**src/rtl/load_store_unit.sv**
```systemverilog
// rtl/load_store_unit.sv - load/store initiator between execute stage and word-organised data memory
//
// Purpose: accepts one RISC-V load/store per request handshake, issues
// word-aligned memory reads/writes, extends load data, merges sub-word
// stores via read-modify-write, and flags misaligned or illegal ops.
//
// Ports:
//   clk_i, reset_i                      clock, async active-high reset
//   req_valid_i/req_ready_o             request handshake
//   req_write_i, req_funct3_i           store select, RISC-V funct3
//   req_addr_i, req_wdata_i             byte address, store data
//   resp_valid_o/resp_ready_i           response handshake
//   resp_rdata_o, resp_err_o            extended load data, error flag
//   mem_addr_o, mem_read_o, mem_write_o word address and strobes
//   mem_wdata_o, mem_rdata_i            memory write / read data

module load_store_unit #(
  parameter int unsigned ADDR_WIDTH = 32
) (
  input  logic                  clk_i,
  input  logic                  reset_i,
  input  logic                  req_valid_i,
  output logic                  req_ready_o,
  input  logic                  req_write_i,
  input  logic [2:0]            req_funct3_i,
  input  logic [ADDR_WIDTH-1:0] req_addr_i,
  input  logic [31:0]           req_wdata_i,
  output logic                  resp_valid_o,
  input  logic                  resp_ready_i,
  output logic [31:0]           resp_rdata_o,
  output logic                  resp_err_o,
  output logic [ADDR_WIDTH-1:0] mem_addr_o,
  output logic                  mem_read_o,
  output logic [31:0]           mem_wdata_o,
  output logic                  mem_write_o,
  input  logic [31:0]           mem_rdata_i
);

  typedef enum logic [1:0] {IDLE, READ, WRITE, RESP} state_t;

  localparam logic [2:0] F3_B  = 3'b000;
  localparam logic [2:0] F3_H  = 3'b001;
  localparam logic [2:0] F3_W  = 3'b010;
  localparam logic [2:0] F3_BU = 3'b100;
  localparam logic [2:0] F3_HU = 3'b101;

  state_t                  state_q, state_d;
  logic [ADDR_WIDTH-1:0]   addr_q, addr_d;
  logic [2:0]              funct3_q, funct3_d;
  logic                    write_q, write_d;
  logic [31:0]             wdata_q, wdata_d;
  logic [31:0]             word_q, word_d;
  logic [31:0]             rdata_q, rdata_d;
  logic                    err_q, err_d;

  logic                    req_illegal;
  logic                    req_misaligned;
  logic [7:0]              sel_byte;
  logic [15:0]             sel_half;
  logic [31:0]             load_val;
  logic [31:0]             merged;

  always_ff @(posedge clk_i or posedge reset_i) begin
    if (reset_i) begin
      state_q  <= IDLE;
      addr_q   <= '0;
      funct3_q <= '0;
      write_q  <= 1'b0;
      wdata_q  <= '0;
      word_q   <= '0;
      rdata_q  <= '0;
      err_q    <= 1'b0;
    end else begin
      state_q  <= state_d;
      addr_q   <= addr_d;
      funct3_q <= funct3_d;
      write_q  <= write_d;
      wdata_q  <= wdata_d;
      word_q   <= word_d;
      rdata_q  <= rdata_d;
      err_q    <= err_d;
    end
  end

  // Request decode: stores only have B/H/W, loads add BU/HU.
  always_comb begin
    req_illegal = 1'b1;
    case (req_funct3_i)
      F3_B, F3_H, F3_W: req_illegal = 1'b0;
      F3_BU, F3_HU:     req_illegal = req_write_i;
      default:          req_illegal = 1'b1;
    endcase
    req_misaligned = ((req_funct3_i[1:0] == 2'b01) && req_addr_i[0]) ||
                     ((req_funct3_i[1:0] == 2'b10) && (req_addr_i[1:0] != 2'b00));
  end

  // Lane selection on the live memory read data and extension per funct3.
  always_comb begin
    sel_byte = mem_rdata_i[7:0];
    case (addr_q[1:0])
      2'd0: sel_byte = mem_rdata_i[7:0];
      2'd1: sel_byte = mem_rdata_i[15:8];
      2'd2: sel_byte = mem_rdata_i[23:16];
      2'd3: sel_byte = mem_rdata_i[31:24];
      default: sel_byte = mem_rdata_i[7:0];
    endcase
    sel_half = addr_q[1] ? mem_rdata_i[31:16] : mem_rdata_i[15:0];
    load_val = mem_rdata_i;
    case (funct3_q)
      F3_B:    load_val = {{24{sel_byte[7]}}, sel_byte};
      F3_H:    load_val = {{16{sel_half[15]}}, sel_half};
      F3_BU:   load_val = {24'h0, sel_byte};
      F3_HU:   load_val = {16'h0, sel_half};
      default: load_val = mem_rdata_i;
    endcase
  end

  // Sub-word store merge into the word captured during READ.
  always_comb begin
    merged = word_q;
    if (funct3_q == F3_B) begin
      case (addr_q[1:0])
        2'd0: merged[7:0]   = wdata_q[7:0];
        2'd1: merged[15:8]  = wdata_q[7:0];
        2'd2: merged[23:16] = wdata_q[7:0];
        2'd3: merged[31:24] = wdata_q[7:0];
        default: merged = word_q;
      endcase
    end else if (funct3_q == F3_H) begin
      if (addr_q[1]) merged[31:16] = wdata_q[15:0];
      else           merged[15:0]  = wdata_q[15:0];
    end else begin
      merged = wdata_q;
    end
  end

  always_comb begin
    state_d      = state_q;
    addr_d       = addr_q;
    funct3_d     = funct3_q;
    write_d      = write_q;
    wdata_d      = wdata_q;
    word_d       = word_q;
    rdata_d      = rdata_q;
    err_d        = err_q;
    req_ready_o  = 1'b0;
    resp_valid_o = 1'b0;
    mem_read_o   = 1'b0;
    mem_write_o  = 1'b0;
    mem_addr_o   = '0;
    mem_wdata_o  = '0;

    case (state_q)
      IDLE: begin
        req_ready_o = 1'b1;
        if (req_valid_i) begin
          addr_d   = req_addr_i;
          funct3_d = req_funct3_i;
          write_d  = req_write_i;
          wdata_d  = req_wdata_i;
          rdata_d  = '0;
          err_d    = 1'b0;
          if (req_illegal || req_misaligned) begin
            err_d   = 1'b1;
            state_d = RESP;
          end else if (req_write_i && (req_funct3_i == F3_W)) begin
            state_d = WRITE;
          end else begin
            state_d = READ;
          end
        end
      end
      READ: begin
        mem_read_o = 1'b1;
        mem_addr_o = {addr_q[ADDR_WIDTH-1:2], 2'b00};
        word_d     = mem_rdata_i;
        if (write_q) begin
          state_d = WRITE;
        end else begin
          rdata_d = load_val;
          state_d = RESP;
        end
      end
      WRITE: begin
        mem_write_o = 1'b1;
        mem_addr_o  = {addr_q[ADDR_WIDTH-1:2], 2'b00};
        mem_wdata_o = merged;
        state_d     = RESP;
      end
      RESP: begin
        resp_valid_o = 1'b1;
        if (resp_ready_i) begin
          rdata_d = '0;
          err_d   = 1'b0;
          state_d = IDLE;
        end
      end
      default: state_d = IDLE;
    endcase
  end

  assign resp_rdata_o = rdata_q;
  assign resp_err_o   = err_q;

endmodule

```
**config.mk**
```make
export PLATFORM = sky130hd
export DESIGN_NAME = load_store_unit
export DESIGN_NICKNAME = d
export VERILOG_FILES = /design/src/rtl/load_store_unit.sv
export SDC_FILE = /design/constraint.sdc
export NUM_CORES = 1
export LEC_CHECK = 0
export ABC_AREA = 1
export BUFFER_PORTS_ARGS = -buffer_cell sky130_fd_sc_hd__buf_2
export CORE_AREA = 2 2 162 203
export DETAILED_ROUTE_END_ITERATION = 12
export DIE_AREA = 0 0 164 205
export GPL_ROUTABILITY_DRIVEN = 1
export SLEW_MARGIN = 0
export SYNTH_ARGS = -nofsm -noshare
export SYNTH_HDL_FRONTEND = slang
export SYNTH_SLANG_ARGS = --single-unit
```
**constraint.sdc**
```tcl
create_clock -name clk_i -period 10.39 [get_ports clk_i]
set_input_delay 1.039 -clock clk_i [delete_from_list [all_inputs] [get_ports clk_i]]
set_output_delay 1.039 -clock clk_i [all_outputs]
set_load 0.02 [all_outputs]
```
* Yosys cells after proc, flatten, opt, wreduce, memory -nomap -nowiden *
Cells that the tools add are included.

word-level totals
  memories = 0
  memory bits (read-only) = 0
  RAM bits = 0
  register bits after elaboration = 135
  bits in latches = 0

operators by class
  reduce and logical (&&, ||, !) cells = 19
  multiply operators = 0
  magnitude comparators = 0
  muxes and demuxes = 32
  add/sub/neg operators = 0
  equality and inequality tests = 18
  divide/modulo/power cells = 0
  bitwise gates (word level) = 0
  shifts and indexed selects = 0

operator list
  kind                  count
  $mux W32              7
  $pmux W32 S4          1
  $pmux W32 S3          1
  $mux W16              3
  $mux W8               4
  $pmux W8 S4           1
  $eq A3 B3 Y1 const B  4
  $eq A2 B2 Y1 const B  5
  $mux W1               8
  $mux W2               4
  $pmux W2 S4           1
  $eq A2 B1 Y1 const B  3
  $eq A3 B1 Y1 const B  2
  $logic_not A3 Y1      2
  $ne A2 B2 Y1 const B  3
  $logic_not A2 Y1      2
  $pmux W1 S2           2
  $reduce_and A2 Y1     2
  $reduce_and A4 Y1     1
  $reduce_bool A2 Y1    2
  $reduce_or A2 Y1      2
  $eq A3 B2 Y1 const B  1
  $logic_and A1 B1 Y1   3
  $reduce_and A3 Y1     1
  other kinds (3)       4

* Logic depth before layout (Yosys ltp) *
Gate-level depths: netlist (run 1).

  depth in word-level cells = 7
  depth in mapped cells = 10
  mapped depth without buffers = 8

* Worst setup path before layout (run 1) *
OpenSTA, ideal clock, no wires.

  path type = flip-flop to output port
  start point = register state_q[0]
  end point = output port mem_wdata_o[10]
  buffers on the path = 2
  required time = 9351 ps
  stages on the path, launching flop included = 7
  arrival = 1724 ps
  path slack = 7627 ps
  cell sequence = dfrtp_1 inv_1 ha_1 buf_2 inv_2 clkbuf_1 nor3_2

between the ends
  word-level cells in the longest chain between the ends = 2

ends and longest elaborated chain
  element                 RTL line  source
  start, declared         47        state_t state_q, state_d;
  start signal, assigned  74        state_q <= state_d;
  $eq A2 B2 Y1            153       case (state_q)
  $mux W32                153
  end, declared           34        output logic [31:0] mem_wdata_o,

Every way passes these cells.

* Worst setup path after layout (run 1) *
  start point = register funct3_q[1]
  end point = output port mem_wdata_o[21]

between the ends
  word-level cells in the longest chain between the ends = 4
  elaborated cells between the ends (all ways) = 5
  classes of those cells = 1 x eq/ne; 3 x mux; 1 x reduce/logical

ends and longest elaborated chain
  element                 RTL line  source
  start, declared         49        logic [2:0] funct3_q, funct3_d;
  start signal, assigned  76        funct3_q <= funct3_d;
  $eq A3 B1 Y1            129       end else if (funct3_q == F3_H) begin
  $mux W32                129
  $mux W32 (*)            121       if (funct3_q == F3_B) begin
  $mux W32 (*)            153

Every way passes the cells marked *; elsewhere a longest branch is shown, timed or not.

==> flow_summary_export.csv, run 1 <==
group,metric,value,unit
setup_path,worstPathRequired,9350,ps
timing,tightest_slew,1250,ps
setup_path,start_kind,"flop",
detailed_routing,wire_per_inst,16.5,um
final_layout,drive_gt1_share,21.3,%
yosys,synth_top_cells_by_area,"dfrtp_1, nand2_1, o21ai_0",
setup_path,worstPathMaxFanout,33,
timing,clock_skew,12.3,ps
flow_run,maxCapViolCount,0,
hold_path,min_path_type,"reg2reg",
timing,setup_violations,0,
grt,grt_pass1_vias,7536,
yosys,synth_most_common_cell,"nand2_1",
setup_path,crit_type,"reg2out",
placement,dp_hpwl,21.0,mm
clock_tree,ctsHoldBuffers,0,
clock_tree,insertion_delay,440,ps
clock_tree,cts_max_path_buffers,2,
yosys,syn_avg_cell_area,6.84,um2
timing,slew_headroom,16.2,%
detailed_routing,vias,7915,
yosys,synth_seq_cells,135,
yosys,synthArstFlopShare,100,%
clock_tree,tritoncts,"done",
timing,grt_setup_unrepaired,"no",
yosys,synth_top_family_by_area,"simple AND/OR/NAND/NOR gates",
pwr,power_density,338,nW/um2
final_layout,fillCellCount,3493,
floorplanning,rows,73,
pwr,power,3.25,mW
outcome,status,"complete, no violations",
yosys,synth_compound_area_share,14.5,%
grt,grt_pass1_wl,43.6,mm
placement,io_buffers,202,
clock_tree,clockRootBuffer,"clkbuf_16",
pwr,peakVddDrop,0.150,mV
yosys,synth-simple-area-share,31.0,%
yosys,syn-cell-area,7840,um2
floorplanning,ios,205,
yosys,netlist.area_leader.share,43.1,%
detailed_routing,drt-total-wl,28.5,mm
final_layout,final_nets,1411,
yosys,synth_mux_area_share,0,%
clock_tree,cts_max_level,4,
timing,setup-tns-final,0,ps
detailed_routing,viasPerCell,4.57,
floorplanning,die_h,205,um
yosys,yosysUniqueCellTypes,32,
final_layout,seqCellArea,3380,um2
floorplanning,fp.coreArea,31700,um2
yosys,seq_area_frac_synth,43.1,%
yosys,synth_edf_count,0,
floorplanning,dieArea,33600,um2
grt,grt_overflow,0,
clock_tree,cts_buffers,17,
yosys,synthCells,1145,
placement,gp_congestion,0.890,
final_layout,area_growth,22.9,%
yosys,synth_flop_cell,"dfrtp_1",
detailed_routing,ant_nets,0,
clock_tree,cts.sink_count,135,
timing,slew_violations,0,
setup_path,worstPathArrival,3080,ps
floorplanning,start_util,24.7,%
yosys,synthXorXnorAreaFrac,0,%
grt,grt_antenna_before_repair,5,
grt,grt_max_degree,79,
timing,period_share,39.6,%
timing,fin_crit,4120,ps
yosys,synth_largest_area_cell,"dfrtp_1",
clock_tree,ctsResizeCount,0,
yosys,synth_common_cells,"nand2_1, o21ai_0, dfrtp_1",
pwr,total_leakage_power,5.44,nW
yosys,synth_warnings,0,
timing,fmax,0.243,GHz
setup_path,worst_setup_path_end_kind,"primary output",
clock_tree,post_cts_buffers,0,
clock_tree,path_clk_slew,50,ps
floorplanning,die_w,164,um
final_layout,multi_input_area,3630,um2
yosys,synth_adder_area_share,0.639,%
detailed_routing,drc,0,
grt,globalRouteTotalUtil,17.1,%
timing,hold_viol_final,0,
detailed_routing,dr.first_iter.drc_count,499,
detailed_routing,first_pass_iters,5,
-- cell families (layout without fill, tap and decap cells) --
family | after synthesis | count (layout)
AO/OA/AOI/OAI | 222 | 222
other | 1 | 6
flip-flops | 135 | 135
AND/OR/NAND/NOR | 589 | 589
buffers and inverters | 194 | 364
adder cells (fa/ha/maj) | 4 | 4
-- state kept, by name (all words and copies together), names as in the netlist --
register	count
funct3_q	3
word_q	32
resp_err_o	1
addr_q	32
resp_rdata_o	32
wdata_q	32
state_q	2
write_q	1
-- power by group --
group	switching, mW	internal (mW)
logic	1.24	0.513
registers	0.160	0.742
clock network	0.245	0.352
total	1.65	1.61
-- metal layers --
layer | GRT usage [%] | vias to the layer above | share of wire [%] | wire (um)
li1 | - | 3880 | - | -
met3 | 3.58 | 61 | 5.7 | 1620
met4 | 9.52 | 4 | 4.8 | 1360
met5 | 0 | - | 0.074 | 21
met1 | 20.5 | 3683 | 40 | 11400
met2 | 28.3 | 287 | 49 | 14100
-- final timing paths --
path / start / end / slack (ps) / cells after the start
worst max-delay path: funct3_q[1] / mem_wdata_o[21] / 6270 / 6
worst min-delay path: addr_q[7] / addr_q[7] / 480 / 2
worst max register to register: state_q[0] / resp_rdata_o[3] / 7540 / 6
worst min register to register: addr_q[7] / addr_q[7] / 480 / 2
max in group asynchronous: reset_i / addr_q[1] / 8660 / 3
min in group asynchronous: reset_i / addr_q[13] / 590 / 2
-- placed cells by master (no fill, tap or decap), types with 3 or more instances in the layout --
cell / instances
nand2_1: 464
nor2_4: 4
nand3_1: 29
nor2_1: 61
a21oi_1: 67
nand2_2: 5
nor3_2: 14
o21bai_1: 6
clkinv_4: 4
dfrtp_1: 134
nor3_1: 3
buf_2: 202
clkbuf_1: 3
inv_1: 114
inv_4: 3
clkbuf_16: 17
o21ai_0: 144
ha_1: 3
diode_2: 4
clkinv_2: 4
buf_4: 5
inv_2: 8
-- critical path: stages, from the launching register on --
cell and delay (ps):
dfrtp_1 630, inv_2 450, nand2_2 130, nor2_4 690
nand2_1 180, a31oi_1 320, buf_2 230
-- cell type report --
cell class              count  area share (%)
flip-flops and latches    135            35.1
well taps                 412            5.35
multi-input cells         817            37.7
inverters                 125            4.95
diodes                      4           0.104
clock inverters            12            1.35
repair buffers            207            10.9
clock buffers              20            4.53
-- through the flow --
| step | util, % | area (um2) | hold WS, ps | std cells | setup slack [ps] |
|---|---|---|---|---|---|
| 6_report | 30.4 | 9630 | 475 | 1732 | 6270 |
| 3_5_place_dp | 28.6 | 9050 | 466 | 1696 | 6770 |
| 2_1_floorplan | - | 7840 | 449 | 1146 | 5740 |
| 3_3_place_gp | 28.6 | 9050 | 462 | 1696 | 6820 |
| 4_1_cts | 30.4 | 9620 | 481 | 1728 | 6300 |
| 5_1_grt | 30.4 | 9620 | 494 | 1729 | 6120 |
Note: power is estimated with default switching activity, not from simulation.
==> inputs of run 2 (changes only) <==
==> constraint.sdc (replaced) <==
create_clock -name clk_i -period 3.9 [get_ports clk_i]
set_input_delay 0.39 -clock clk_i [delete_from_list [all_inputs] [get_ports clk_i]]
set_output_delay 0.39 -clock clk_i [all_outputs]
set_load 0.02 [all_outputs]
==> run 2 against run 1 <==
Against the previous run:
- clock power increased to 2.8 times the previous value
- register-to-register slack worse by 6300 ps
- wire length down 2.4%
- global-route usage decreased by 0.49 points
- cell area rose by 0.74%
==> flow_summary_export.csv, run 2 (synthesis gave the netlist of run 1 again) <==
group,metric,value,unit
outcome,status,"complete, no violations",
detailed_routing,wire_per_inst,16.1,um
placement,gp_congestion,0.855,
setup_path,worstPathMaxFanout,33,
setup_path,start_kind,"flop",
placement,post_dp_cell_area,9100,um2
clock_tree,clockRootBuffer,"clkbuf_16",
detailed_routing,viasPerCell,4.49,
setup_path,cp_slowest_stage_delay,650,ps
detailed_routing,routed-wl-met2,13.8,mm
detailed_routing,ant_nets,0,
placement,io_buffers,202,
floorplanning,die_w,164,um
grt,grt_antenna_before_repair,6,
grt,grt_max_degree,66,
pwr,power_density,899,nW/um2
clock_tree,cts_max_path_buffers,2,
timing,grt_setup_unrepaired,"no",
floorplanning,ios,205,
setup_path,worstPathRequired,3510,ps
clock_tree,path_clk_slew,60,ps
timing,hold_viol_final,0,
detailed_routing,vias,7781,
pwr,total_leakage_power,5.47,nW
grt,grt_pass1_vias,7557,
detailed_routing,route.met3.wl,1.50,mm
pwr,power_frac_seq,27.9,%
setup_path,crit_type,"reg2out",
flow_run,maxCapViolCount,0,
timing,setup-tns-final,0,ps
timing,clock_skew,6.48,ps
final_layout,drive_gt1_share,21.5,%
clock_tree,insertion_delay,420,ps
detailed_routing,dr.first_iter.drc_count,504,
pwr,switching_share,49.6,%
final_layout,final_nets,1415,
detailed_routing,wl_met1,11.2,mm
detailed_routing,drt-total-wl,27.8,mm
floorplanning,fp.coreArea,31700,um2
floorplanning,start_util,24.7,%
final_layout,fillCellCount,3510,
clock_tree,cts.sink_count,135,
placement,dp_hpwl,20.8,mm
timing,slew_violations,0,
setup_path,worst_setup_path_end_kind,"primary output",
clock_tree,tritoncts,"done",
detailed_routing,top_layer,"met5",
clock_tree,post_cts_buffers,0,
detailed_routing,drc,0,
timing,slew_headroom,26.1,%
pwr,peakVddDrop,0.425,mV
timing,period_share,85.8,%
setup_path,worstPathArrival,2960,ps
setup_path,path_cells,"inv_2, nand2_2, nor2_4, nand2_1, a31oi_1, buf_2",
clock_tree,cts_max_level,4,
clock_tree,ctsHoldBuffers,0,
final_layout,final_common_cell,"nand2_1",
timing,fin_crit,3350,ps
pwr,p_clk_share,19.1,%
grt,grt_pass1_wl,42.4,mm
final_layout,area_growth,23.8,%
floorplanning,dieArea,33600,um2
floorplanning,die_h,205,um
floorplanning,rows,73,
pwr,power.switching,4.32,mW
final_layout,final_area,9700,um2
pwr,p_comb_share,53.0,%
clock_tree,cts_buffers,17,
timing,setup_violations,0,
setup_path,critPathSlowestCell,"nor2_4",
grt,globalRouteTotalUtil,16.6,%
detailed_routing,first_pass_iters,8,
hold_path,min_path_type,"in2async",
timing,fmax,0.299,GHz
pwr,internal_power,4.40,mW
timing,tightest_slew,1110,ps
setup_path,r2r_cells,7,
final_layout,final_cell_mix,"nand2_1, buf_2, o21ai_0",
clock_tree,ctsResizeCount,0,
grt,grt_overflow,0,
-- run 2: cell types whose count changed in the layout (fill, tap and decap cells not counted) --
| cell | previous run | this run |
|---|---|---|
| inv_4 | 3 | 2 |
| clkinv_4 | 4 | 0 |
| clkinv_2 | 4 | 2 |
| clkbuf_8 | 0 | 3 |
| bufinv_16 | 2 | 3 |
| diode_2 | 4 | 3 |
| clkbuf_1 | 3 | 2 |
| buf_4 | 5 | 8 |
| buf_12 | 0 | 1 |
| clkinvlp_4 | 2 | 4 |
-- run 2: path summary, 6_finish.rpt --
kind | from | endpoint | slack (ps)
hold reg to reg | wdata_q[31] | wdata_q[31] | 480
hold / removal | reset_i | addr_q[19] | 130
setup reg to reg | funct3_q[1] | resp_rdata_o[20] | 1240
min in group clk_i | req_addr_i[20] | addr_q[20] | 160
max in group asynchronous | reset_i | resp_rdata_o[3] | 2690
setup / recovery | funct3_q[1] | mem_wdata_o[21] | 550
-- run 2: final cells by class --
cell class              count  area, um2  area share, %
multi-input cells         817       3630           37.4
repair buffers            211       1090           11.2
clock buffers              22        474           4.89
flip-flops and latches    135       3380           34.8
diodes                      3       7.51         0.0774
clock inverters             8        123           1.26
well taps                 412        515           5.31
inverters                 125        478           4.93
-- run 2: power by group through the flow --
stage	Combinational, mW	Clock [mW]	Sequential [mW]
finish	4.62	1.67	2.43
global route	5.18	1.76	2.50
CTS	4.66	1.71	2.43
detailed placement	4.64	0	2.45
global placement	4.61	0	2.43
floorplan	3.44	0	2.31
-- run 2: worst max-delay path: cells and delay by family, from the launching register on --
family,cells,cell delay (ps)
AND/OR/NAND/NOR,3,970
buffers and inverters,2,660
flip-flops,1,610
AO/OA/AOI/OAI,1,250
-- run 2: per-stage QoR --
step | utilization, % | total power [mW] | setup WS (ps) | hold slack, ps | cells
2_1_floorplan | - | 5.75 | 1790 | 449 | 1146
3_3_place_gp | 28.7 | 7.04 | 1060 | 462 | 1700
3_5_place_dp | 28.7 | 7.09 | 1020 | 465 | 1700
4_1_cts | 30.6 | 8.80 | 546 | 137 | 1730
5_1_grt | 30.6 | 9.44 | 341 | 150 | 1730
6_report | 30.6 | 8.72 | 553 | 127 | 1733
-- run 2: layer usage --
layer,up-vias,GRT usage [%]
met4,6,9.02
met1,3570,19.4
met3,76,3.58
li1,3873,-
met5,-,0
met2,256,28.1
